File: src/rtl/pc_pkg.sv
// pc_pkg: shared types and constants for the PC / fetch-address stage.
//   pc_state_e : fetch FSM state (RUN, HALT)
//   pc_sel_e   : next-PC source chosen by pc_target (SEQ, BRANCH, JAL, JALR)
//   PC_INC     : sequential PC increment
//   pc_aligned : true when an address is 4-byte aligned
package pc_pkg;

  typedef enum logic {
    RUN  = 1'b0,
    HALT = 1'b1
  } pc_state_e;

  typedef enum logic [1:0] {
    SEQ    = 2'd0,
    BRANCH = 2'd1,
    JAL    = 2'd2,
    JALR   = 2'd3
  } pc_sel_e;

  localparam logic [31:0] PC_INC = 32'd4;

  function automatic logic pc_aligned(input logic [31:0] addr);
    return (addr[1:0] == 2'b00);
  endfunction

endpackage

File: src/rtl/pc_fetch_if.sv
// pc_fetch_if: signals between the decode/execute side and the PC stage.
//   Controls (driven by master): i_immediate, i_rs1_rdata, i_branch,
//     i_branch_taken, i_jal, i_jalr, i_stall.
//   Results (driven by slave = pc_fetch): o_imem_raddr, o_pc, o_pc_plus4,
//     o_retire, o_instret, o_trap, o_trap_addr.
// Handshake: there is no valid/ready pair. The controls describe the
// instruction at o_pc and are sampled on every rising clock edge; i_stall
// is the only flow control and, when high, that edge makes no progress.
interface pc_fetch_if;
  logic [31:0] i_immediate;
  logic [31:0] i_rs1_rdata;
  logic        i_branch;
  logic        i_branch_taken;
  logic        i_jal;
  logic        i_jalr;
  logic        i_stall;
  logic [31:0] o_imem_raddr;
  logic [31:0] o_pc;
  logic [31:0] o_pc_plus4;
  logic        o_retire;
  logic [63:0] o_instret;
  logic        o_trap;
  logic [31:0] o_trap_addr;

  modport master (
    output i_immediate, i_rs1_rdata, i_branch, i_branch_taken,
           i_jal, i_jalr, i_stall,
    input  o_imem_raddr, o_pc, o_pc_plus4, o_retire, o_instret,
           o_trap, o_trap_addr
  );

  modport slave (
    input  i_immediate, i_rs1_rdata, i_branch, i_branch_taken,
           i_jal, i_jalr, i_stall,
    output o_imem_raddr, o_pc, o_pc_plus4, o_retire, o_instret,
           o_trap, o_trap_addr
  );
endinterface

File: src/rtl/pc_target.sv
// pc_target: combinational next-PC target selection.
//   pc, immediate, rs1_rdata      : operands
//   branch, branch_taken, jal, jalr: decoder controls
//   target                        : selected next PC (not yet alignment-checked)
//   sel                           : which source was selected
// Priority when several controls are set: jalr > jal > taken branch > sequential.
module pc_target
  import pc_pkg::*;
(
  input  logic [31:0] pc,
  input  logic [31:0] immediate,
  input  logic [31:0] rs1_rdata,
  input  logic        branch,
  input  logic        branch_taken,
  input  logic        jal,
  input  logic        jalr,
  output logic [31:0] target,
  output pc_sel_e     sel
);

  logic [31:0] rel_target;
  logic [31:0] jalr_sum;

  // Carries out of bit 31 are dropped: addresses wrap at 2^32.
  assign rel_target = pc + immediate;
  assign jalr_sum   = rs1_rdata + immediate;

  always_comb begin
    target = pc + PC_INC;
    sel    = SEQ;
    if (jalr) begin
      target = {jalr_sum[31:1], 1'b0};
      sel    = JALR;
    end else if (jal) begin
      target = rel_target;
      sel    = JAL;
    end else if (branch && branch_taken) begin
      target = rel_target;
      sel    = BRANCH;
    end
  end

endmodule

File: src/rtl/pc_fetch.sv
// pc_fetch: program counter and instruction-fetch address stage.
//   i_clk, i_rst : clock, synchronous active-high reset
//   bus          : pc_fetch_if.slave (controls in, PC / retire / trap out)
//   o_state      : current FSM state (debug visibility)
//   o_sel        : next-PC source selected this cycle (debug visibility)
// Parameter RESET_ADDR: PC after reset, must be 4-byte aligned.
// Macro PC_MISALIGN_TRAP_EN: when defined, a misaligned non-sequential
// target traps into HALT; when undefined, target bits [1:0] are cleared
// and every non-stalled cycle retires.
module pc_fetch
  import pc_pkg::*;
#(
  parameter logic [31:0] RESET_ADDR = 32'h0000_0000
) (
  input  logic        i_clk,
  input  logic        i_rst,
  pc_fetch_if.slave   bus,
  output pc_state_e   o_state,
  output pc_sel_e     o_sel
);

  pc_state_e   state_q;
  logic [31:0] pc_q;
  logic        retire_q;
  logic [63:0] instret_q;
  logic [31:0] target;
  pc_sel_e     sel;

  pc_target u_target (
    .pc           (pc_q),
    .immediate    (bus.i_immediate),
    .rs1_rdata    (bus.i_rs1_rdata),
    .branch       (bus.i_branch),
    .branch_taken (bus.i_branch_taken),
    .jal          (bus.i_jal),
    .jalr         (bus.i_jalr),
    .target       (target),
    .sel          (sel)
  );

`ifdef PC_MISALIGN_TRAP_EN
  logic        trap_q;
  logic [31:0] trap_addr_q;
  logic        misaligned;

  // Sequential targets stay aligned because the PC always is.
  assign misaligned = (sel != SEQ) && !pc_aligned(target);

  always_ff @(posedge i_clk) begin
    if (i_rst) begin
      state_q     <= RUN;
      pc_q        <= RESET_ADDR;
      retire_q    <= 1'b0;
      instret_q   <= 64'd0;
      trap_q      <= 1'b0;
      trap_addr_q <= 32'd0;
    end else begin
      retire_q <= 1'b0;
      case (state_q)
        RUN: begin
          if (!bus.i_stall) begin
            if (misaligned) begin
              state_q     <= HALT;
              trap_q      <= 1'b1;
              trap_addr_q <= target;
            end else begin
              pc_q      <= target;
              retire_q  <= 1'b1;
              instret_q <= instret_q + 64'd1;
            end
          end
        end
        HALT: begin
          // Everything frozen until reset.
        end
        default: state_q <= RUN;
      endcase
    end
  end

  assign bus.o_trap      = trap_q;
  assign bus.o_trap_addr = trap_addr_q;
`else
  always_ff @(posedge i_clk) begin
    if (i_rst) begin
      state_q   <= RUN;
      pc_q      <= RESET_ADDR;
      retire_q  <= 1'b0;
      instret_q <= 64'd0;
    end else begin
      retire_q <= 1'b0;
      case (state_q)
        RUN: begin
          if (!bus.i_stall) begin
            // Low bits dropped so the PC can never become misaligned.
            pc_q      <= target & ~32'h3;
            retire_q  <= 1'b1;
            instret_q <= instret_q + 64'd1;
          end
        end
        default: state_q <= RUN;
      endcase
    end
  end

  assign bus.o_trap      = 1'b0;
  assign bus.o_trap_addr = 32'd0;
`endif

  assign bus.o_pc         = pc_q;
  assign bus.o_imem_raddr = pc_q;
  assign bus.o_pc_plus4   = pc_q + PC_INC;
  assign bus.o_retire     = retire_q;
  assign bus.o_instret    = instret_q;
  assign o_state          = state_q;
  assign o_sel            = sel;

endmodule

File: src/flat_wrapper.sv
// flat-port wrapper written by rule: the top's interface ports become plain ports
module pc_fetch_flat import pc_pkg::*;
#(
  parameter logic [31:0] RESET_ADDR = 32'h0000_0000
)
  (i_clk, i_rst, o_state, o_sel, bus_i_immediate, bus_i_rs1_rdata, bus_i_branch, bus_i_branch_taken, bus_i_jal, bus_i_jalr, bus_i_stall, bus_o_imem_raddr, bus_o_pc, bus_o_pc_plus4, bus_o_retire, bus_o_instret, bus_o_trap, bus_o_trap_addr);
  pc_fetch_if bus_i ();
  input  logic i_clk;
  input  logic i_rst;
  output pc_state_e o_state;
  output pc_sel_e o_sel;
  input wire logic [$bits(bus_i.i_immediate)-1:0] bus_i_immediate;
  input wire logic [$bits(bus_i.i_rs1_rdata)-1:0] bus_i_rs1_rdata;
  input wire logic [$bits(bus_i.i_branch)-1:0] bus_i_branch;
  input wire logic [$bits(bus_i.i_branch_taken)-1:0] bus_i_branch_taken;
  input wire logic [$bits(bus_i.i_jal)-1:0] bus_i_jal;
  input wire logic [$bits(bus_i.i_jalr)-1:0] bus_i_jalr;
  input wire logic [$bits(bus_i.i_stall)-1:0] bus_i_stall;
  output wire logic [$bits(bus_i.o_imem_raddr)-1:0] bus_o_imem_raddr;
  output wire logic [$bits(bus_i.o_pc)-1:0] bus_o_pc;
  output wire logic [$bits(bus_i.o_pc_plus4)-1:0] bus_o_pc_plus4;
  output wire logic [$bits(bus_i.o_retire)-1:0] bus_o_retire;
  output wire logic [$bits(bus_i.o_instret)-1:0] bus_o_instret;
  output wire logic [$bits(bus_i.o_trap)-1:0] bus_o_trap;
  output wire logic [$bits(bus_i.o_trap_addr)-1:0] bus_o_trap_addr;
  assign bus_i.i_immediate = bus_i_immediate;
  assign bus_i.i_rs1_rdata = bus_i_rs1_rdata;
  assign bus_i.i_branch = bus_i_branch;
  assign bus_i.i_branch_taken = bus_i_branch_taken;
  assign bus_i.i_jal = bus_i_jal;
  assign bus_i.i_jalr = bus_i_jalr;
  assign bus_i.i_stall = bus_i_stall;
  assign bus_o_imem_raddr = bus_i.o_imem_raddr;
  assign bus_o_pc = bus_i.o_pc;
  assign bus_o_pc_plus4 = bus_i.o_pc_plus4;
  assign bus_o_retire = bus_i.o_retire;
  assign bus_o_instret = bus_i.o_instret;
  assign bus_o_trap = bus_i.o_trap;
  assign bus_o_trap_addr = bus_i.o_trap_addr;
  pc_fetch #(.RESET_ADDR(RESET_ADDR)) u_core (.i_clk(i_clk), .i_rst(i_rst), .bus(bus_i), .o_state(o_state), .o_sel(o_sel));
endmodule
File: config.mk
export PLATFORM = sky130hd
export DESIGN_NAME = pc_fetch_flat
export DESIGN_NICKNAME = d
export VERILOG_FILES = /design/src/rtl/pc_pkg.sv /design/src/rtl/pc_fetch_if.sv /design/src/rtl/pc_target.sv /design/src/rtl/pc_fetch.sv /design/src/flat_wrapper.sv
export SDC_FILE = /design/constraint.sdc
export NUM_CORES = 1
export LEC_CHECK = 0
export ABC_AREA = 1
export BUFFER_PORTS_ARGS = -buffer_cell sky130_fd_sc_hd__buf_2
export CAP_MARGIN = 10
export CORE_UTILIZATION = 42
export CTS_CLUSTER_SIZE = 24
export DETAILED_ROUTE_END_ITERATION = 10
export GPL_ROUTABILITY_DRIVEN = 0
export PLACE_DENSITY = 0.68
export SLEW_MARGIN = 20
export SYNTH_ARGS = -nofsm -noshare
export SYNTH_HDL_FRONTEND = slang
export SYNTH_SLANG_ARGS = --single-unit
File: constraint.sdc
create_clock -name i_clk -period 1.9 [get_ports i_clk]
set_input_delay 0.38 -clock i_clk [delete_from_list [all_inputs] [get_ports i_clk]]
set_output_delay 0.38 -clock i_clk [all_outputs]
set_load 0.005 [all_outputs]
**Word-level counts from Yosys, hierarchy flattened**

Cells that the tools add are included.

- Shift-type cells: 0
- $mul: 0
- Eq/ne operators: 0
- Mux-type cells: 7
- Reduce and logical (&&, ||, !) cells: 1
- Div/mod/pow operators: 0
- Bitwise gates (word level): 0
- $add $sub $neg: 4
- Order comparisons: 0

Operators with widths:

| kind | number |
|---|---|
| 32-bit 2-to-1 mux | 3 |
| 32-bit adder | 2 |
| 64-bit by 1-bit adder with 64-bit output (second input constant) | 1 |
| 32-bit by 3-bit adder with 32-bit output (second input constant) | 1 |
| 2-bit 2-to-1 mux | 2 |
| 1-bit 2-to-1 mux | 2 |
| 1-bit logical AND | 1 |

- Input port bits: 71
- Output and inout bits: 197
- RAM bits: 0
- ROM bits: 0
- Bits in latches: 0
- Memories kept: 0
- Register bits after elaboration: 95
- Logic and storage cells: 15

**Depth between registers and ports, before layout**

Gate-level depths: netlist of run 1.

- Depth after elaboration: 4
- Mapped depth: 16
- Mapped depth without buffers: 16

**Modules after synthesis**

Synthesis of run 1 repeated with hierarchy kept, for this count alone.

- Cell total of the unflattened synthesis: 2,156
- Area total of the unflattened synthesis: 12,049.1 µm²

By module, submodules not included:

| module | sequential area each (µm²) | instances | area an instance (µm²) | cells an instance |
|---|---|---|---|---|
| pc_fetch | 1,901.8 | 1 | 6,070.8 | 938 |
| pc_target | 0.0 | 1 | 5,978.2 | 1,218 |

**Worst setup path after synthesis of run 1**

OpenSTA, ideal clock, no wires.

- Path kind: flip-flop to flip-flop
- From: reg u_core.pc_q[2] (netlist: u_core.bus.o_imem_raddr[2])
- To: reg u_core.pc_q[30] (netlist: u_core.bus.o_imem_raddr[30])
- Buffers on the path: 0
- Arrival time: 1,880 ps
- Clock period less this slack: 1,989 ps
- Stages on the path, launching flop included: 17
- Setup time: 109 ps
- Setup slack: -89 ps
- Data required time: 1,791 ps
- Cells stage by stage: dfxtp_1 > ha_1 > fa_1 > nand3_1 > nand2_1 > nand2_1 > nand2_1 > nand2_1 > nand2_1 > nand2_1 > nand2_1 > nand2_1 > nand3_1 > nand2_1 > nand3_1 > nand2_1 > inv_1

- Longest elaborated chain between the ends: 4
- Elaborated cells between the ends (all ways): 5
- Classes of those cells: 2 x add/sub; 3 x mux

RTL lines:

| item | line | RTL |
|---|---|---|
| from (decl) | pc_fetch.sv:23 | `logic [31:0] pc_q;` |
| from (signal assigned) | pc_fetch.sv:96 | `pc_q <= target & ~32'h3;` |
| 32-bit by 3-bit adder with 32-bit output or 32-bit adder (tied branches) | pc_target.sv:29, pc_target.sv:25 |  |
| 32-bit 2-to-1 mux | pc_target.sv:37 | `end else if (branch && branch_taken) begin` |
| 32-bit 2-to-1 mux (*) | pc_target.sv:34 | `end else if (jal) begin` |
| 32-bit 2-to-1 mux (*) | pc_target.sv:31 | `if (jalr) begin` |

Every way passes the cells marked *; elsewhere a longest branch is shown, timed or not.
A chain may end at the register's enable or synchronous reset.

**Worst setup path in the final report of run 1**

- From: reg u_core.pc_q[3] (netlist: u_core.bus.o_imem_raddr[3])
- To: out bus_o_pc_plus4[15]

- Longest elaborated chain between the ends: 1

RTL lines:

| item | line | RTL |
|---|---|---|
| 32-bit by 3-bit adder with 32-bit output | pc_fetch.sv:112 | `assign bus.o_pc_plus4 = pc_q + PC_INC;` |
| to (decl) | flat_wrapper.sv:21 | `output wire logic [$bits(bus_i.o_pc_plus4)-1:0] bus_o_pc_plus4;` |

Every way passes these cells.

==> flow_results.xml, run 1 <==
<?xml version="1.0" encoding="UTF-8"?>
<metrics>
  <group name="run_status">
    <metric name="outcome" unit="">finished with violations</metric>
    <metric name="failed_checks" unit="">negative setup slack</metric>
  </group>
  <group name="layout">
    <metric name="num_antenna_cells" unit="">0</metric>
    <metric name="layout.cell_area.non_filler" unit="mm^2">0.0167</metric>
    <metric name="number_of_fill_cells" unit="">2111</metric>
    <metric name="nNetsFinal" unit="">2520</metric>
    <metric name="layout-drive-gt1-share" unit="%">39.8</metric>
    <metric name="area_delta_synth_final" unit="%">56.1</metric>
  </group>
  <group name="timing">
    <metric name="hold_violations" unit="">0</metric>
    <metric name="post-route-min-period" unit="ns">2.42</metric>
    <metric name="grt_setup_unrepaired" unit="">yes</metric>
    <metric name="clock-skew-final" unit="ns">0.0111</metric>
    <metric name="finalSetupTns" unit="ns">-14.00</metric>
    <metric name="fin_worst_hold_slack" unit="ns">0.468</metric>
    <metric name="finalSetupViolations" unit="">54</metric>
    <metric name="finalMaxSlewViolations" unit="">0</metric>
    <metric name="final_min_period_over_clock_period" unit="%">127</metric>
    <metric name="clock.fmax" unit="MHz">414</metric>
    <metric name="worstMarginPinSlew" unit="ns">0.723</metric>
    <metric name="relative_max_transition_margin" unit="%">51.8</metric>
    <metric name="postLayoutSetupSlackWorst" unit="ns">-0.517</metric>
  </group>
  <group name="critical_path">
    <metric name="rr_worst_depth" unit="">14</metric>
    <metric name="r2r_end" unit="">u_core.bus.o_imem_raddr[8]</metric>
    <metric name="critical_path_class" unit="">register to primary output</metric>
    <metric name="regToRegSetupSlack" unit="ns">-0.41</metric>
    <metric name="critPathLaunch" unit="">u_core.bus.o_imem_raddr[3]</metric>
    <metric name="cpMostUsedCell" unit="">buf_4</metric>
    <metric name="critical_path.max_stage_delay" unit="ns">0.39</metric>
    <metric name="timing.critical_path.required" unit="ns">1.52</metric>
    <metric name="cp.arrival" unit="ns">2.04</metric>
    <metric name="critical_path.cell_chain" unit="">buf_6 -&gt; nand3_4 -&gt; nor2_4 -&gt; nand3_2 -&gt; buf_4 -&gt; xnor2_2 -&gt; buf_4 -&gt; buf_2</metric>
    <metric name="critPathCaptureType" unit="">primary output</metric>
    <metric name="start_kind" unit="">register</metric>
    <metric name="critical-path-slowest-cell" unit="">dfxtp_4</metric>
    <metric name="rr_startpoint" unit="">u_core.bus.o_imem_raddr[2]</metric>
    <metric name="critPathMaxFanout" unit="">4</metric>
  </group>
  <group name="logic_synthesis">
    <metric name="syn-cell-area" unit="mm^2">0.0107</metric>
    <metric name="synth_compound_area_share" unit="%">13.9</metric>
    <metric name="synth.yosys.seq_area_share" unit="%">17.8</metric>
    <metric name="syn_area_per_cell" unit="um^2">5.75</metric>
    <metric name="yosysWarningCount" unit="">0</metric>
    <metric name="synth_commonest_cells" unit="">512 x nand2_1, 269 x inv_1, 200 x nor2_1, 155 x nand3_1, 137 x a21oi_1</metric>
    <metric name="synthDominantAreaCellType" unit="">nand2_1</metric>
    <metric name="syn-instance-count" unit="">1863</metric>
    <metric name="synth_edf_count" unit="">0</metric>
    <metric name="asyncSetResetFlopFracSynth" unit="%">0</metric>
    <metric name="synthDominantCellAreaShare" unit="%">17.9</metric>
    <metric name="main_combinational_cell_family_by_area_after_synthesis" unit="">simple AND/OR/NAND/NOR gates</metric>
    <metric name="yosys_register_bits" unit="">95</metric>
    <metric name="muxShareOfSynthArea" unit="%">0</metric>
    <metric name="synth-xor-area-share" unit="%">3.76</metric>
    <metric name="synthDistinctLibCells" unit="">49</metric>
    <metric name="synth_fa_ha_area_share" unit="%">7.31</metric>
    <metric name="post_synth_and_or_nand_nor_area_fraction" unit="%">41.5</metric>
    <metric name="synth.most_common_cell" unit="">nand2_1</metric>
    <metric name="dominantRegCellSynth" unit="">dfxtp_1</metric>
    <metric name="synth_top_cells_by_area" unit="">nand2_1 18%, dfxtp_1 18%, inv_1 9.4%, nand3_1 7.2%, ha_1 7.1%</metric>
  </group>
  <group name="route">
    <metric name="detailedRoute.firstIterationViolations" unit="">1575</metric>
    <metric name="firstDrtPassIters" unit="">7</metric>
    <metric name="detailed_route_wire_length_per_cell" unit="um">18.0</metric>
    <metric name="remaining_drc_errors" unit="">0</metric>
    <metric name="antenna_left" unit="">0</metric>
    <metric name="vias" unit="">15000</metric>
    <metric name="route.detailed.vias_per_inst" unit="">5.53</metric>
    <metric name="routed_wl" unit="um">48900</metric>
  </group>
  <group name="pwr">
    <metric name="register_share_of_total_power" unit="%">27.2</metric>
    <metric name="pwr-share-comb" unit="%">48.6</metric>
    <metric name="switching_share" unit="%">41.1</metric>
    <metric name="switching_power" unit="mW">3.28</metric>
    <metric name="worst_ir_drop_vdd" unit="V">0.000431</metric>
    <metric name="power.internal" unit="mW">4.71</metric>
    <metric name="finalPower" unit="mW">7.98</metric>
    <metric name="power.density_cell_area" unit="mW/mm^2">478</metric>
    <metric name="power.static_leakage" unit="nW">8.60</metric>
    <metric name="pwr-share-clk" unit="%">24.2</metric>
  </group>
  <group name="cts">
    <metric name="number_of_sinks_handled_by_clock_tree_synthesis" unit="">95</metric>
    <metric name="clock_tree.htree_level_count" unit="">3</metric>
    <metric name="num_cts_buffers" unit="">9</metric>
    <metric name="clkLatencyLatePin" unit="ns">0.36</metric>
    <metric name="cts_tree" unit="">yes</metric>
    <metric name="cts-root-buf" unit="">clkbuf_16</metric>
    <metric name="clock_path_buffers" unit="">2</metric>
    <metric name="clkTransAtPathRegs" unit="ns">0.08</metric>
  </group>
  <group name="global_route">
    <metric name="antenna_found_initial" unit="">1</metric>
    <metric name="first_pass_grt_wire_length" unit="um">69500</metric>
    <metric name="grt-ovfl-total" unit="">0</metric>
    <metric name="grt_use_total" unit="%">33.7</metric>
    <metric name="grt_max_degree" unit="">57</metric>
    <metric name="grt_pass1_vias" unit="">13600</metric>
  </group>
  <group name="floorplan">
    <metric name="design.core.area" unit="mm^2">0.0251</metric>
    <metric name="design.die.area" unit="mm^2">0.0261</metric>
    <metric name="ios" unit="">268</metric>
    <metric name="placement_rows" unit="">58</metric>
    <metric name="initial_utilization" unit="%">42.7</metric>
    <metric name="fp.dieH" unit="um">162</metric>
    <metric name="dieWidth" unit="um">162</metric>
  </group>
  <group name="min_path">
    <metric name="hold_end" unit="">u_core.bus.o_instret[32]</metric>
    <metric name="min-delay-path-class" unit="">register to register</metric>
    <metric name="hold-path-cell-count" unit="">1</metric>
    <metric name="holdCritStartpoint" unit="">u_core.bus.o_instret[32]</metric>
  </group>
  <group name="place">
    <metric name="placement.cell_area" unit="mm^2">0.0139</metric>
    <metric name="buffer_ports.inserted" unit="">227</metric>
    <metric name="dpl_worst_slack" unit="ns">-0.390</metric>
    <metric name="hpwlAfterDp" unit="um">34100</metric>
  </group>
  <group name="flow_run">
    <metric name="cap_viol_max_count" unit="">0</metric>
  </group>
</metrics>
[sequential cells by signal (all words and copies together) (netlist names)]
register / count
u_core.bus.o_imem_raddr: 30
u_core.bus.o_instret: 64
u_core.bus.o_retire: 1
[per-stage QoR]
step | std cells | util, %
CTS | 2696 | 62.2
finish | 2722 | 66.6
detailed placement | 2637 | 55.4
floorplan | 1902 | -
global placement | 2637 | 55.4
global route | 2722 | 66.6
[metal layers]
metal  vias to the layer above  global-route usage [%]  routed length (um)
met5                         -                       0                   9
met4                         2                    19.9                3670
met3                       257                    6.74                5570
met2                      1011                    55.2               21700
met1                      6815                    41.0               17900
li1                       6958                       -                   -
[logic make-up (layout without fill, tap and decap cells)]
| kind of cell | Yosys count | in the layout |
|---|---|---|
| xor gates and xnor gates | 46 | 46 |
| and+or+nand+nor | 1009 | 1009 |
| buffers and inverters | 377 | 867 |
| DFF | 95 | 95 |
| AOI/OAI and AO/OA | 273 | 273 |
| other | 1 | 40 |
| adders and majority gates | 62 | 62 |
[layout by cell type (no fill, tap or decap), drive strengths merged]
cell / count
fa: 1
and3: 2
xnor2: 14
ha: 61
nand3: 161
conb: 40
nand3b: 6
and2: 4
inv: 278
a21oi: 137
clkinv: 4
nand2: 517
clkinvlp: 1
nand4: 36
a311oi: 1
o31ai: 1
buf: 574
clkbuf: 10
xor2: 32
a21o: 3
o21bai: 11
nor4: 8
o211ai: 8
a31oi: 10
o21a: 10
nor3: 54
a211oi: 2
nor3b: 4
or2: 4
nor2: 213
o21ai: 87
a221oi: 1
dfxtp: 95
o221a: 2
[worst max-delay path by stage]
stage / end / slack, ns
after CTS: bus_o_pc_plus4[25] / -0.37
after detailed placement: u_core.bus.o_imem_raddr[22] / -0.39
after global placement: u_core.bus.o_imem_raddr[31] / -0.35
after global routing: bus_o_pc_plus4[15] / -0.54
after floorplan: u_core.bus.o_imem_raddr[24] / -0.005
final: bus_o_pc_plus4[15] / -0.52
[critical path, delay by kind of cell, from the launching register on]
| kind | cells | cell delay [ns] |
|---|---|---|
| and+or+nand+nor | 3 | 0.43 |
| buffers and inverters | 4 | 0.60 |
| xor gates and xnor gates | 1 | 0.25 |
| DFF | 1 | 0.39 |
[final cells by class]
type / count / area (um^2) / share of cell area, %
Inverter: 277 / 1040 / 6.23
Clock inverter: 6 / 63.8 / 0.382
Timing Repair Buffer: 574 / 4010 / 24.0
Clock buffer: 10 / 239 / 1.43
Sequential cell: 95 / 2020 / 12.1
Tap cell: 330 / 413 / 2.47
Multi-Input combinational cell: 1430 / 8930 / 53.4
[what timing repair did]
action,4_1_cts,5_1_grt
setup buffers,46,32
hold buffers,0,0
pin swaps,84,122
setup endpoints to repair,56,86
cloned,0,0
resized for setup,266,224
[power by group through the flow]
stage | clock [mW] | sequential, mW | combinational (mW)
4_1_cts | 1.94 | 2.16 | 3.37
2_1_floorplan | 0 | 2.21 | 1.61
6_report | 1.93 | 2.17 | 3.88
3_5_place_dp | 0 | 2.20 | 2.94
5_1_grt | 2.03 | 2.17 | 4.13
3_3_place_gp | 0 | 2.20 | 2.91
No activity file was read; power rests on OpenSTA's default activity.
==> inputs of run 2 (changes only) <==
--- a/config.mk
+++ b/config.mk
@@ -8,7 +8,9 @@
 export ABC_AREA = 1
 export BUFFER_PORTS_ARGS = -buffer_cell sky130_fd_sc_hd__buf_2
 export CAP_MARGIN = 10
+export CORE_MARGIN = 2
 export CORE_UTILIZATION = 42
+export CTS_BUF_LIST = sky130_fd_sc_hd__clkbuf_8
 export CTS_CLUSTER_SIZE = 24
 export DETAILED_ROUTE_END_ITERATION = 10
 export GPL_ROUTABILITY_DRIVEN = 0
==> run 2 against run 1 <==
  * The flow still finishes with violations (negative setup slack)
  * Worst hold slack lost 0.12 ns
  * Final cell count grew 0.59%
  * Clock power shrank 21%
  * Count of clock-buffer cells in the layout is the same
  * Power shrank 2.0%
  * Combinational power grew 6.7%
  * Critical endpoint is now bus_o_pc_plus4[25]
==> flow_results.xml, run 2 (same netlist as run 1, synthesis figures left out) <==
<?xml version="1.0" encoding="UTF-8"?>
<metrics>
  <group name="run_status">
    <metric name="outcome" unit="">finished with violations</metric>
    <metric name="failed_checks" unit="">negative setup slack</metric>
  </group>
  <group name="place">
    <metric name="buffer_ports.inserted" unit="">227</metric>
    <metric name="hpwlAfterDp" unit="um">35300</metric>
    <metric name="placement.cell_area" unit="mm^2">0.0140</metric>
  </group>
  <group name="pwr">
    <metric name="switching_power" unit="mW">3.44</metric>
    <metric name="register_share_of_total_power" unit="%">27.7</metric>
    <metric name="finalPower" unit="mW">7.82</metric>
    <metric name="power.static_leakage" unit="nW">8.77</metric>
    <metric name="power.density_cell_area" unit="mW/mm^2">460</metric>
    <metric name="switching_share" unit="%">43.9</metric>
    <metric name="pwr-share-comb" unit="%">52.9</metric>
    <metric name="power.internal" unit="mW">4.39</metric>
    <metric name="worst_ir_drop_vdd" unit="V">0.000410</metric>
    <metric name="pwr-share-clk" unit="%">19.4</metric>
  </group>
  <group name="critical_path">
    <metric name="timing.critical_path.required" unit="ns">1.52</metric>
    <metric name="cp.arrival" unit="ns">2.11</metric>
    <metric name="start_kind" unit="">register</metric>
    <metric name="critPathCaptureType" unit="">primary output</metric>
    <metric name="worstPathBufferInverterCount" unit="">4</metric>
    <metric name="critical-path-top-delay-family" unit="">buffers and inverters</metric>
    <metric name="critical-path-slowest-cell" unit="">dfxtp_4</metric>
    <metric name="critPathMaxFanout" unit="">4</metric>
    <metric name="critical_path_class" unit="">register to primary output</metric>
    <metric name="critical_path.max_stage_delay" unit="ns">0.44</metric>
    <metric name="critical_path.cell_chain" unit="">buf_6 -&gt; nand2_2 -&gt; buf_4 -&gt; inv_1 -&gt; nand2_4 -&gt; nor2_4 -&gt; nand3_2 -&gt; o21ai_2 -&gt; nand2_1 -&gt; buf_2</metric>
  </group>
  <group name="route">
    <metric name="detailed_route_wire_length_per_cell" unit="um">19.1</metric>
    <metric name="vias" unit="">15600</metric>
    <metric name="antenna_left" unit="">0</metric>
    <metric name="route.detailed.vias_per_inst" unit="">5.68</metric>
    <metric name="firstDrtPassIters" unit="">9</metric>
    <metric name="routed_wl" unit="um">52300</metric>
    <metric name="remaining_drc_errors" unit="">0</metric>
    <metric name="detailedRoute.firstIterationViolations" unit="">1883</metric>
  </group>
  <group name="timing">
    <metric name="grt_setup_unrepaired" unit="">yes</metric>
    <metric name="finalSetupTns" unit="ns">-19.40</metric>
    <metric name="finalMaxSlewViolations" unit="">0</metric>
    <metric name="final_min_period_over_clock_period" unit="%">131</metric>
    <metric name="postLayoutSetupSlackWorst" unit="ns">-0.593</metric>
    <metric name="hold_violations" unit="">0</metric>
    <metric name="clock.fmax" unit="MHz">401</metric>
    <metric name="worstMarginPinSlew" unit="ns">0.734</metric>
    <metric name="post-route-min-period" unit="ns">2.49</metric>
    <metric name="clock-skew-final" unit="ns">0.0184</metric>
    <metric name="relative_max_transition_margin" unit="%">51.1</metric>
    <metric name="finalSetupViolations" unit="">56</metric>
  </group>
  <group name="layout">
    <metric name="layout.cell_area.non_filler" unit="mm^2">0.0170</metric>
    <metric name="nNetsFinal" unit="">2535</metric>
    <metric name="layout_common_cells" unit="">395 x nand2_1, 297 x buf_4, 250 x inv_1</metric>
    <metric name="largest_register_ffs" unit="">64</metric>
    <metric name="area_delta_synth_final" unit="%">58.8</metric>
    <metric name="layout_commonest_cell" unit="">nand2_1</metric>
    <metric name="layout-drive-gt1-share" unit="%">42.1</metric>
  </group>
  <group name="min_path">
    <metric name="min-delay-path-class" unit="">input pin to register</metric>
  </group>
  <group name="global_route">
    <metric name="grt_use_total" unit="%">33.2</metric>
    <metric name="antenna_found_initial" unit="">3</metric>
    <metric name="first_pass_grt_wire_length" unit="um">69900</metric>
    <metric name="grt-ovfl-total" unit="">0</metric>
    <metric name="grt_pass1_vias" unit="">13800</metric>
    <metric name="grt_max_degree" unit="">57</metric>
  </group>
  <group name="floorplan">
    <metric name="fp.dieH" unit="um">164</metric>
    <metric name="initial_utilization" unit="%">42.7</metric>
    <metric name="placement_rows" unit="">58</metric>
    <metric name="design.die.area" unit="mm^2">0.0268</metric>
    <metric name="design.core.area" unit="mm^2">0.0251</metric>
    <metric name="dieWidth" unit="um">164</metric>
    <metric name="ios" unit="">268</metric>
  </group>
  <group name="cts">
    <metric name="clock_path_buffers" unit="">2</metric>
    <metric name="clkLatencyLatePin" unit="ns">0.43</metric>
    <metric name="clkTransAtPathRegs" unit="ns">0.13</metric>
    <metric name="cts-root-buf" unit="">clkbuf_8</metric>
    <metric name="cts_tree" unit="">yes</metric>
    <metric name="number_of_sinks_handled_by_clock_tree_synthesis" unit="">95</metric>
    <metric name="num_cts_buffers" unit="">9</metric>
    <metric name="clock_tree.htree_level_count" unit="">3</metric>
  </group>
  <group name="flow_run">
    <metric name="cap_viol_max_count" unit="">0</metric>
  </group>
</metrics>
-- run 2: worst paths after layout --
check                                    from                          end  slack, ns  cells past startpoint
setup reg to reg  u_core.bus.o_imem_raddr[11]  u_core.bus.o_imem_raddr[26]      -0.48                     14
hold reg to reg      u_core.bus.o_instret[27]     u_core.bus.o_instret[27]       0.48                      1
setup / recovery   u_core.bus.o_imem_raddr[8]           bus_o_pc_plus4[25]      -0.59                     10
hold / removal                          i_rst     u_core.bus.o_instret[33]       0.35                      2
-- run 2: final cells by class --
type	count	area, um^2
clock inverter	6	62.6
fill	2022	8100
antenna	1	2.50
multi-input combinational	1430	9150
clock buffer	10	138
sequential	95	2010
timing repair buffer	589	4200
tap	330	413
inverter	277	1050
-- run 2: layer usage --
layer	wire (um)	vias to the layer above	track usage [%]
li1	-	6996	-
met1	18500	7044	40.1
met2	23200	1151	54.7
met3	6290	358	7.02
met4	4290	4	19.3
met5	31	-	0
-- run 2: worst reg2reg max path, stage by stage (launching register included) --
cell and delay [ns]:
dfxtp_2 0.36, buf_4 0.15, ha_4 0.29, buf_4 0.15, nand2_2 0.10, nor2_1 0.35, nand2_1 0.13, nor2_1 0.20
nand2_4 0.07, nand4_1 0.11, nand3_2 0.09, nand2_2 0.07, nand3_2 0.10, nand2_1 0.09, inv_1 0.03
-- run 2: what timing repair did --
item | CTS | global route
buffers inserted | 46 | 41
setup endpoints to repair | 54 | 87
hold buffers | 0 | 0
gates resized for setup | 260 | 311
pin swaps | 84 | 144
-- run 2: through the flow --
stage | utilization [%] | std cells | setup slack, ns | hold WS (ns)
after floorplan | - | 1902 | -0.00474 | 0.470
after global placement | 55.7 | 2646 | -0.366 | 0.469
after detailed placement | 55.7 | 2646 | -0.375 | 0.491
after CTS | 62.0 | 2707 | -0.502 | 0.353
after global routing | 67.7 | 2737 | -0.628 | 0.371
final | 67.8 | 2738 | -0.593 | 0.352
-- run 2: power by group through the flow --
stage | Clock (mW) | Combinational (mW) | Sequential, mW
floorplan | 0 | 1.61 | 2.21
global placement | 0 | 2.96 | 2.19
detailed placement | 0 | 2.98 | 2.19
CTS | 1.49 | 3.44 | 2.15
global route | 1.59 | 4.39 | 2.17
finish | 1.52 | 4.14 | 2.16
==> inputs of run 3 (changes only) <==
--- a/config.mk
+++ b/config.mk
@@ -5,7 +5,6 @@
 export SDC_FILE = /design/constraint.sdc
 export NUM_CORES = 1
 export LEC_CHECK = 0
-export ABC_AREA = 1
 export BUFFER_PORTS_ARGS = -buffer_cell sky130_fd_sc_hd__buf_2
 export CAP_MARGIN = 10
 export CORE_MARGIN = 2
@@ -14,7 +13,8 @@
 export CTS_CLUSTER_SIZE = 24
 export DETAILED_ROUTE_END_ITERATION = 10
 export GPL_ROUTABILITY_DRIVEN = 0
-export PLACE_DENSITY = 0.68
+export GPL_TIMING_DRIVEN = 0
+export PLACE_DENSITY = 0.7
 export SLEW_MARGIN = 20
 export SYNTH_ARGS = -nofsm -noshare
 export SYNTH_HDL_FRONTEND = slang
==> run 3 against run 2 <==
  * The flow still finishes with violations (negative setup slack)
  * Global-route usage is 5.3 points lower
  * Critical path depth is 1 lower
  * Worst setup slack worse by 0.23 ns
  * Design area is 23% lower
  * Maximum frequency is 8.5% lower
  * Largest cell class unchanged
  * Largest power group unchanged
  * Highest routed layer is now met4
==> flow_results.xml, run 3 <==
<?xml version="1.0" encoding="UTF-8"?>
<metrics>
  <group name="logic_synthesis">
    <metric name="asyncSetResetFlopFracSynth" unit="%">0</metric>
    <metric name="synth_top_cells_by_area" unit="">dfxtp_1 22%, ha_1 9.0%, xor2_1 6.4%, buf_4 6.4%, xnor2_1 5.3%</metric>
    <metric name="syn-cell-area" unit="mm^2">0.00847</metric>
    <metric name="yosysWarningCount" unit="">0</metric>
    <metric name="synthDominantAreaCellType" unit="">dfxtp_1</metric>
    <metric name="syn_area_per_cell" unit="um^2">7.66</metric>
    <metric name="synth.yosys.seq_area_share" unit="%">22.5</metric>
    <metric name="synthDistinctLibCells" unit="">71</metric>
    <metric name="synthDominantCellAreaShare" unit="%">22.5</metric>
    <metric name="synth.most_common_cell" unit="">nor2_1</metric>
    <metric name="yosys_register_bits" unit="">95</metric>
    <metric name="syn-instance-count" unit="">1106</metric>
    <metric name="synth_commonest_cells" unit="">101 x nor2_1, 95 x dfxtp_1, 92 x nand2_1, 87 x a21oi_1, 72 x buf_4</metric>
    <metric name="dominantRegCellSynth" unit="">dfxtp_1</metric>
    <metric name="synth_edf_count" unit="">0</metric>
  </group>
  <group name="critical_path">
    <metric name="timing.critical_path.required" unit="ns">2.17</metric>
    <metric name="critical-path-slowest-cell" unit="">a2111oi_2</metric>
    <metric name="cp.arrival" unit="ns">3.00</metric>
    <metric name="critPathCaptureType" unit="">register</metric>
    <metric name="critPathMaxFanout" unit="">5</metric>
    <metric name="critical_path.max_stage_delay" unit="ns">0.39</metric>
    <metric name="critical_path.cell_chain" unit="">ha_2 -&gt; o211ai_1 -&gt; a22oi_2 -&gt; nand4_1 -&gt; o21ai_4 -&gt; o2111ai_2 -&gt; mux2i_1 -&gt; a211oi_2 -&gt; a2111oi_2</metric>
    <metric name="critical_path_class" unit="">register to register</metric>
    <metric name="start_kind" unit="">register</metric>
  </group>
  <group name="timing">
    <metric name="worstMarginPinSlew" unit="ns">0.973</metric>
    <metric name="relative_max_transition_margin" unit="%">35.1</metric>
    <metric name="finalSetupTns" unit="ns">-34.38</metric>
    <metric name="postLayoutSetupSlackWorst" unit="ns">-0.825</metric>
    <metric name="post-route-min-period" unit="ns">2.73</metric>
    <metric name="finalMaxSlewViolations" unit="">0</metric>
    <metric name="finalSetupViolations" unit="">86</metric>
    <metric name="hold_violations" unit="">0</metric>
    <metric name="clock-skew-final" unit="ns">0.0138</metric>
    <metric name="final_min_period_over_clock_period" unit="%">143</metric>
    <metric name="clock.fmax" unit="MHz">367</metric>
    <metric name="grt_setup_unrepaired" unit="">yes</metric>
    <metric name="fin_worst_hold_slack" unit="ns">0.509</metric>
  </group>
  <group name="route">
    <metric name="remaining_drc_errors" unit="">0</metric>
    <metric name="detailed_route_wire_length_per_cell" unit="um">18.9</metric>
    <metric name="firstDrtPassIters" unit="">5</metric>
    <metric name="antenna_left" unit="">0</metric>
    <metric name="route.detailed.vias_per_inst" unit="">5.66</metric>
    <metric name="routed_wl" unit="um">33800</metric>
    <metric name="vias" unit="">10100</metric>
    <metric name="detailedRoute.firstIterationViolations" unit="">882</metric>
  </group>
  <group name="place">
    <metric name="buffer_ports.inserted" unit="">226</metric>
    <metric name="hpwlAfterDp" unit="um">22200</metric>
  </group>
  <group name="layout">
    <metric name="layout_commonest_cell" unit="">buf_2</metric>
    <metric name="largest_register_ffs" unit="">64</metric>
    <metric name="nNetsFinal" unit="">1648</metric>
    <metric name="area_delta_synth_final" unit="%">54.8</metric>
    <metric name="layout-drive-gt1-share" unit="%">46.8</metric>
    <metric name="layout_common_cells" unit="">227 x buf_2, 164 x buf_4, 85 x nor2_1</metric>
  </group>
  <group name="pwr">
    <metric name="switching_share" unit="%">39.9</metric>
    <metric name="pwr-share-clk" unit="%">21.4</metric>
    <metric name="power.density_cell_area" unit="mW/mm^2">509</metric>
    <metric name="finalPower" unit="mW">6.67</metric>
    <metric name="worst_ir_drop_vdd" unit="V">0.000369</metric>
    <metric name="pwr-share-comb" unit="%">45.4</metric>
    <metric name="power.internal" unit="mW">4.01</metric>
    <metric name="power.static_leakage" unit="nW">6.11</metric>
    <metric name="switching_power" unit="mW">2.66</metric>
    <metric name="register_share_of_total_power" unit="%">33.2</metric>
  </group>
  <group name="cts">
    <metric name="number_of_sinks_handled_by_clock_tree_synthesis" unit="">95</metric>
    <metric name="cts.hold.buffers_added" unit="">0</metric>
    <metric name="num_cts_buffers" unit="">9</metric>
    <metric name="cts_tree" unit="">yes</metric>
    <metric name="clkLatencyLatePin" unit="ns">0.40</metric>
    <metric name="clock_path_buffers" unit="">2</metric>
    <metric name="clkTransAtPathRegs" unit="ns">0.12</metric>
    <metric name="clock_tree.htree_level_count" unit="">3</metric>
    <metric name="cts-root-buf" unit="">clkbuf_8</metric>
  </group>
  <group name="global_route">
    <metric name="global_route.usage.met1" unit="%">35.1</metric>
    <metric name="globalRouteMet3Util" unit="%">6.21</metric>
    <metric name="grt_pass1_vias" unit="">9149</metric>
    <metric name="first_pass_grt_wire_length" unit="um">48000</metric>
    <metric name="grt-ovfl-total" unit="">0</metric>
    <metric name="met2_usage" unit="%">46.0</metric>
    <metric name="grt_max_degree" unit="">21</metric>
    <metric name="grt_use_total" unit="%">28.0</metric>
    <metric name="antenna_found_initial" unit="">1</metric>
    <metric name="gr-max-usage-layer" unit="">met2</metric>
  </group>
  <group name="run_status">
    <metric name="failed_checks" unit="">negative setup slack</metric>
    <metric name="outcome" unit="">finished with violations</metric>
  </group>
  <group name="floorplan">
    <metric name="design.core.area" unit="mm^2">0.0197</metric>
    <metric name="placement_rows" unit="">51</metric>
    <metric name="fp.dieH" unit="um">146</metric>
    <metric name="ios" unit="">268</metric>
    <metric name="dieWidth" unit="um">146</metric>
    <metric name="design.die.area" unit="mm^2">0.0213</metric>
    <metric name="initial_utilization" unit="%">43.1</metric>
  </group>
  <group name="flow_run">
    <metric name="cap_viol_max_count" unit="">0</metric>
  </group>
  <group name="min_path">
    <metric name="min-delay-path-class" unit="">input pin to register</metric>
  </group>
</metrics>
-- run 3: worst max-delay path, delay by kind of cell (launching register included) --
kind | cells | cell delay (ns)
adder cells (fa/ha/maj) | 1 | 0.38
AND/OR/NAND/NOR | 1 | 0.28
flip-flops | 1 | 0.38
multiplexers | 1 | 0.19
AO/OA/AOI/OAI | 6 | 1.36
-- run 3: power by group through the flow --
stage,Clock (mW),Combinational [mW],Sequential [mW]
6_report,1.43,3.03,2.21
5_1_grt,1.52,3.23,2.22
4_1_cts,1.45,2.66,2.22
3_5_place_dp,0,2.29,2.29
3_3_place_gp,0,2.28,2.29
2_1_floorplan,0,1.61,2.23
-- run 3: cell families after synthesis --
kind of cell	count (synthesis)	synth area share, %
and+or+nand+nor	391	22.9
AOI/OAI and AO/OA	305	23.9
buffers and inverters	134	9.15
xor gates and xnor gates	113	11.7
DFF	95	22.5
adders and majority gates	62	9.25
muxes	5	0.606
other	1	0.0443
-- run 3: path summary, 6_finish.rpt --
kind	from	endpoint	slack (ns)	cells past startpoint
worst max-delay path	u_core.bus.o_imem_raddr[9]	u_core.bus.o_imem_raddr[24]	-0.83	9
worst min-delay path	bus_i_rs1_rdata[29]	u_core.bus.o_imem_raddr[29]	0.51	4
worst max register to register	u_core.bus.o_imem_raddr[9]	u_core.bus.o_imem_raddr[24]	-0.83	9
worst min register to register	u_core.bus.o_instret[58]	u_core.bus.o_instret[58]	0.51	2
-- run 3: cell type report --
type                       count  area [um^2]
buffer                       107          723
tap                          265          332
clock inverter                 7         81.3
inverter                      25         93.8
timing repair buffer         360         2310
fill                        1623         6550
antenna                        1         2.50
multi-input combinational    917         7420
sequential                    95         2020
clock buffer                   9          124
-- run 3: per-layer routing --
layer,share of wire [%],up-vias
met4,5.0,0
met2,47,528
met5,0,-
met1,40,4716
met3,8.3,119
li1,-,4750
-- run 3: what timing repair did --
action                                  CTS  global route
gates resized for setup                 175           145
gates cloned                              1             0
pin swaps                                80            95
buffers inserted                         77            63
endpoints found under the setup margin   96           101
-- run 3: through the flow --
stage,util (%),cell area (um^2),instances,setup slack [ns]
after global routing,66.7,13100,1786,-0.935
after detailed placement,53.7,10600,1636,-1.18
final,66.7,13100,1786,-0.825
after global placement,53.7,10600,1636,-1.15
after floorplan,-,9090,1145,-0.592
after CTS,61.5,12100,1728,-0.741
